### src/rtl/move_command_gen_if.sv
// Request/command bundle between a move requester, move_command_gen and the driven counter.
// The slave modport belongs to the generator; the master modport drives requests and count feedback.
interface move_command_gen_if #(
  parameter int W = 4
) ();
  logic         req_inc;
  logic         req_dec;
  logic         req_res;
  logic [W-1:0] count_in;
  logic [1:0]   control;
  logic         busy;
  logic         at_min;
  logic         at_max;

  modport slave (
    input  req_inc, req_dec, req_res, count_in,
    output control, busy, at_min, at_max
  );

  modport master (
    output req_inc, req_dec, req_res, count_in,
    input  control, busy, at_min, at_max
  );
endinterface

### src/rtl/move_command_gen.sv
// Turns level inc/dec/reset requests into one-cycle counter commands, then enforces a cooldown.
// Inc and dec are suppressed at the bounds so the driven counter never wraps.
module move_command_gen #(
  parameter int W        = 4,
  parameter int MIN_VAL  = 0,
  parameter int MAX_VAL  = (1 << W) - 1,
  parameter int COOLDOWN = 8
) (
  input  logic             clk,
  input  logic             rst_n,
  move_command_gen_if.slave bus
);
  localparam int               CNT_W    = (COOLDOWN > 1) ? $clog2(COOLDOWN) : 1;
  localparam logic [CNT_W-1:0] CNT_LOAD = CNT_W'(COOLDOWN - 1);
  localparam logic [W-1:0]     MIN_L    = W'(MIN_VAL);
  localparam logic [W-1:0]     MAX_L    = W'(MAX_VAL);

  localparam logic [1:0] CMD_HOLD = 2'b00;
  localparam logic [1:0] CMD_INC  = 2'b01;
  localparam logic [1:0] CMD_DEC  = 2'b10;
  localparam logic [1:0] CMD_RES  = 2'b11;

  typedef enum logic [1:0] {
    S_IDLE,
    S_ISSUE,
    S_COOLDOWN
  } state_t;

  state_t           state_q;
  logic [CNT_W-1:0] cnt_q;
  logic [1:0]       control_q;
  logic             busy_q;
  logic [1:0]       cmd_d;
  logic             at_min;
  logic             at_max;

  assign at_min = (bus.count_in <= MIN_L);
  assign at_max = (bus.count_in >= MAX_L);

  // Reset wins outright; conflicting inc+dec selects nothing.
  always_comb begin
    cmd_d = CMD_HOLD;
    if (bus.req_res) begin
      cmd_d = CMD_RES;
    end else if (bus.req_inc && !bus.req_dec && !at_max) begin
      cmd_d = CMD_INC;
    end else if (bus.req_dec && !bus.req_inc && !at_min) begin
      cmd_d = CMD_DEC;
    end
  end

  always_ff @(posedge clk) begin
    if (!rst_n) begin
      state_q   <= S_IDLE;
      cnt_q     <= '0;
      control_q <= CMD_HOLD;
      busy_q    <= 1'b0;
    end else begin
      control_q <= CMD_HOLD;
      case (state_q)
        S_IDLE: begin
          if (cmd_d != CMD_HOLD) begin
            state_q   <= S_ISSUE;
            control_q <= cmd_d;
            busy_q    <= 1'b1;
          end
        end
        S_ISSUE: begin
          state_q <= S_COOLDOWN;
          cnt_q   <= CNT_LOAD;
          busy_q  <= 1'b1;
        end
        S_COOLDOWN: begin
          if (bus.req_res) begin
            state_q   <= S_ISSUE;
            control_q <= CMD_RES;
            busy_q    <= 1'b1;
          end else if (cnt_q == '0) begin
            // The expiry edge doubles as the IDLE sampling point, so a held
            // request repeats every COOLDOWN+1 cycles.
            if (cmd_d != CMD_HOLD) begin
              state_q   <= S_ISSUE;
              control_q <= cmd_d;
              busy_q    <= 1'b1;
            end else begin
              state_q <= S_IDLE;
              busy_q  <= 1'b0;
            end
          end else begin
            cnt_q <= cnt_q - 1'b1;
          end
        end
        default: begin
          state_q <= S_IDLE;
          busy_q  <= 1'b0;
        end
      endcase
    end
  end

  assign bus.control = control_q;
  assign bus.busy    = busy_q;
  assign bus.at_min  = at_min;
  assign bus.at_max  = at_max;
endmodule

### src/flat_wrapper.sv
// flat-port wrapper written by rule: the top's interface ports become plain ports
module move_command_gen_flat 
#(
  parameter int W        = 4,
  parameter int MIN_VAL  = 0,
  parameter int MAX_VAL  = (1 << W) - 1,
  parameter int COOLDOWN = 8
)
  (clk, rst_n, bus_req_inc, bus_req_dec, bus_req_res, bus_count_in, bus_control, bus_busy, bus_at_min, bus_at_max);
  move_command_gen_if #(.W(W)) bus_i ();
  input  logic clk;
  input  logic rst_n;
  input wire logic [$bits(bus_i.req_inc)-1:0] bus_req_inc;
  input wire logic [$bits(bus_i.req_dec)-1:0] bus_req_dec;
  input wire logic [$bits(bus_i.req_res)-1:0] bus_req_res;
  input wire logic [$bits(bus_i.count_in)-1:0] bus_count_in;
  output wire logic [$bits(bus_i.control)-1:0] bus_control;
  output wire logic [$bits(bus_i.busy)-1:0] bus_busy;
  output wire logic [$bits(bus_i.at_min)-1:0] bus_at_min;
  output wire logic [$bits(bus_i.at_max)-1:0] bus_at_max;
  assign bus_i.req_inc = bus_req_inc;
  assign bus_i.req_dec = bus_req_dec;
  assign bus_i.req_res = bus_req_res;
  assign bus_i.count_in = bus_count_in;
  assign bus_control = bus_i.control;
  assign bus_busy = bus_i.busy;
  assign bus_at_min = bus_i.at_min;
  assign bus_at_max = bus_i.at_max;
  move_command_gen #(.W(W), .MIN_VAL(MIN_VAL), .MAX_VAL(MAX_VAL), .COOLDOWN(COOLDOWN)) u_core (.clk(clk), .rst_n(rst_n), .bus(bus_i));
endmodule
### config.mk
export PLATFORM = sky130hd
export DESIGN_NAME = move_command_gen_flat
export DESIGN_NICKNAME = d
export VERILOG_FILES = /design/src/rtl/move_command_gen_if.sv /design/src/rtl/move_command_gen.sv /design/src/flat_wrapper.sv
export SDC_FILE = /design/constraint.sdc
export NUM_CORES = 1
export LEC_CHECK = 0
export ABC_AREA = 0
export CORE_AREA = 2 2 39 41
export DETAILED_ROUTE_END_ITERATION = 8
export DIE_AREA = 0 0 41 43
export DONT_BUFFER_PORTS = 1
export GPL_TIMING_DRIVEN = 0
export PLACE_DENSITY = 0.45
export SYNTH_ARGS = -nofsm -noshare
export SYNTH_HDL_FRONTEND = slang
export SYNTH_SLANG_ARGS = --single-unit
### constraint.sdc
create_clock -name clk -period 2.15 [get_ports clk]
set_input_delay 0.43 -clock clk [delete_from_list [all_inputs] [get_ports clk]]
set_output_delay 0.43 -clock clk [all_outputs]
set_load 0.05 [all_outputs]
-- After elaboration in Yosys (flattened, before gate mapping)
Index checks and enable logic that the tools add are counted.
- bits in registers: 8
- bits of input ports: 9
- output and inout port bits: 5
- logic and storage cells: 47
- add/subtract/negate cells: 1
- magnitude comparators: 2
- equal/unequal tests: 6
- mux-type cells: 20
- reduce and logical (&&, ||, !) cells: 14
- operators with widths (kind ; number):
    2-bit two-way mux ; 9
    3-bit two-way mux ; 2
    2-bit case mux with 3 select lines ; 1
    3-bit case mux with 2 select lines ; 1
    1-bit two-way mux ; 5
    4-bit >= comparator, second input constant ; 1
    4-bit by 1-bit less-or-equal comparator with 1-bit output, second input constant ; 1
    1-bit logical AND ; 4
    1-bit logical NOT ; 4
    2-bit inequality test, second input constant ; 2
    2-bit case mux with 2 select lines ; 1
    2-bit nonzero test ; 2
    3-bit logical NOT ; 1
    3-bit by 2-bit inequality test with 1-bit output, second input constant ; 1
    1-bit case mux with 3 select lines ; 1
    3-bit AND reduction ; 1
    3-bit by 1-bit subtractor with 3-bit output, second input constant ; 1
    2-bit by 1-bit == test with 1-bit output, second input constant ; 1
    2-bit == test, second input constant ; 1
    2-bit logical NOT ; 1
    2-bit by 1-bit inequality test with 1-bit output, second input constant ; 1
    2-bit AND reduction ; 1

-- Depth between registers and ports, before layout
- word-level depth: 11
- mapped depth: 5
- depth with buffers taken out: 5

-- Worst setup path before layout
OpenSTA, ideal clock, no wires.
- path kind: input-to-output
- start: input port bus_count_in[2]
- end: output port bus_at_min
- arrival time: 1.292 ns
- required time: 1.720 ns
- setup slack: 0.428 ns
- stages on the path: 2
- buffers on the path: 0
- path through: or4_4 > inv_1
- cells in the longest elaborated chain, start to end: 1
- ends and longest elaborated chain (item ; RTL line ; source):
    start, declared ; flat_wrapper.sv:16 ; input wire logic [$bits(bus_i.count_in)-1:0] bus_count_in;
    4-bit by 1-bit less-or-equal comparator with 1-bit output ; move_command_gen.sv:37 ; assign at_min = (bus.count_in <= MIN_L);
    end, declared ; flat_wrapper.sv:19 ; output wire logic [$bits(bus_i.at_min)-1:0] bus_at_min;
Every way passes these cells.

-- Final worst setup path
Same ends and word-level chain as after synthesis.

==> out/metrics.yaml <==
crit_required_ps: 1720
drt_pass1_iterations: 4
worst_slew_pin_slew_ps: 505.3
ir_drop_mv: 0.3666
cts_tree: "yes"
hp-class: "input pin to flip-flop"
root_buffer: "clkbuf_4"
die_h_um: 43
nets: 67
worst-path-max-fanout: 3
wl_per_cell_um: 11.00
synth_compound_area_frac: 0.2644
crit_path_top_delay_cell: "or4_4"
layout_commonest_cell: "dfxtp_1"
outcome: "finished, final reports clean"
crit_type: "input pin to output pin"
rsz0062_at_grt: "false"
overflow: 0
cp.arrival_ps: 1300
mostFrequentLayoutCells: "dfxtp_1 (8), inv_1 (7), nor2_1 (7)"
synth_nets: 62
coreArea_um2: 1384
die_w_um: 41
cts_made_buffers: 3
synthesis.area_um2: 435.4
synth.avg_cell_area_um2: 8.538
max_freq_ghz: 0.5766
path_delay_family: "simple AND/OR/NAND/NOR gates"
p_leak_nw: 0.1996
drive_gt1_frac: 0.1667
vias_per_cell: 5.200
die-area_um2: 1763
antenna_cells: 0
final.setup.tns_ps: 0
hpwl_um: 608.1
end_kind: "output pin"
synth_cell_types: 26
grt_use_total: 0.1034
cts_max_level: 1
drv_cap: 0
start_kind: "input pin"
numPortBuffers: 0
synth_xor_area_frac: 0
ant_nets: 0
n_fill_cell: 149
totalPowerFinal_uw: 394.0
yosys_warnings: 0
gp_congestion: 0.7202
whs_ps: 292.9
layout_min_cycle_time_ps: 1734
grt_pass1_vias: 302
synth_seq_area_share: 0.3678
maxSlewHeadroom: 0.6578
clkTransAtPathRegs_ps: 60
fin_skew_ps: 10.70
postCtsSetupBuffers: 0
synth-simple-area-share: 0.2299
cts_hold_buf: 0
drtIter0Drc: 7
max_stage_delay_ps: 530
initial_utilization: 0.3146
synth_mux_area_frac: 0
post_cts_resized: 0
clk_latency_ps: 250
clk_path_buf_depth: 2
grt_max_degree: 10
vias: 364
synth_top_family_by_area: "compound AO/OA/AOI/OAI gates"
fin_crit_sh: 0.8066
post_synth_fa_ha_maj_area_fraction: 0.05747
synth_cells: 51
setup_viol: 0
fp-row-count: 14
antenna_found_initial: 0
cellPowerDensity_nw_per_um2: 824.4
seqCellArea_um2: 160.2
final-hold-violation-count: 0
final_max_slew_viol_count: 0
ys_ff_latch: 8
multi_input_area_um2: 240.2
pin_count: 14
grt_pass1_wl_um: 1207
drc: 0
numClockSinks: 8
syn_to_final_growth_pct: 9.770
worst-path-buf-inv: 1
detail_route.wirelength_um: 770
path_cells: "or4_4 > inv_1"
## flip-flops by register name, indices dropped and copies added (netlist names)
| name | cells |
|---|---|
| u_core.bus.busy | 1 |
| u_core.bus.control | 2 |
| u_core.cnt_q | 3 |
| u_core.state_q | 2 |
## path summary, 6_finish.rpt
kind | from | end | slack [ps] | cells past startpoint
max | bus_count_in[2] | bus_at_min | 420 | 2
min | rst_n | u_core.state_q[1] | 290 | 1
max reg2reg | u_core.cnt_q[0] | u_core.cnt_q[0] | 570 | 5
min reg2reg | u_core.cnt_q[2] | u_core.cnt_q[2] | 520 | 2
## per-stage QoR
stage / setup WS (ps) / util / instance area, µm² / instances
floorplan: 427.7 / - / 435.4 / 51
global placement: 412.3 / 0.3291 / 455.4 / 67
detailed placement: 411.2 / 0.3291 / 455.4 / 67
CTS: 411.2 / 0.3454 / 478.0 / 70
global route: 399.6 / 0.3454 / 478.0 / 70
finish: 415.8 / 0.3454 / 478.0 / 70
## power breakdown
part,internal [mW],switching [mW],leakage (nW)
combinational,0.0354,0.0429,0.119
clock,0.0639,0.0509,0.0138
sequential,0.166,0.0345,0.0666
## cells in the mapped netlist
master     count  area [µm²]
clkbuf_1       1       3.750
buf_2          1       5.000
o32a_1         1       10.01
inv_1          7       26.28
nand4_1        1       6.260
nor2_1         7       26.28
nor2b_1        2       12.51
o31ai_1        1       7.510
a221oi_2       1       15.01
a21oi_1        2       10.01
nand2b_1       1       6.260
o2bb2ai_1      1       8.760
or4b_1         1       10.01
o311ai_1       1       8.760
o21ai_0        2       10.01
a31oi_1        1       6.260
o31a_1         1       8.760
dfxtp_1        8       160.2
and2b_1        1       7.510
nand2_1        2       7.510
or2_2          1       6.260
or4_4          1       11.26
o21a_1         1       7.510
o221a_2        2       22.52
ha_1           2       25.02
nor4_1         1       6.260
## final cells by class
type | count | area share
sequential | 8 | 0.3351
tap | 16 | 0.04188
buffer | 2 | 0.01832
multi-input combinational | 34 | 0.5026
clock buffer | 3 | 0.04712
inverter | 7 | 0.05497
## logic make-up (layout without fill, tap and decap cells)
logic type / after synthesis / count (layout)
AND/OR/NAND/NOR: 18 / 18
AO/OA/AOI/OAI: 14 / 14
buffers and inverters: 9 / 12
flip-flops: 8 / 8
adder cells (fa/ha/maj): 2 / 2
## layer usage
metal  GRT usage  share of wire  vias up  routed length [µm]
met5           0              0        -                   0
met4           0              0        0                   0
met3     0.07853          0.055        0                  42
met2      0.1375           0.44        9                 336
met1      0.1415           0.51      166                 391
li1            -              -      189                   -
Note: power is estimated with default switching activity, not from simulation.
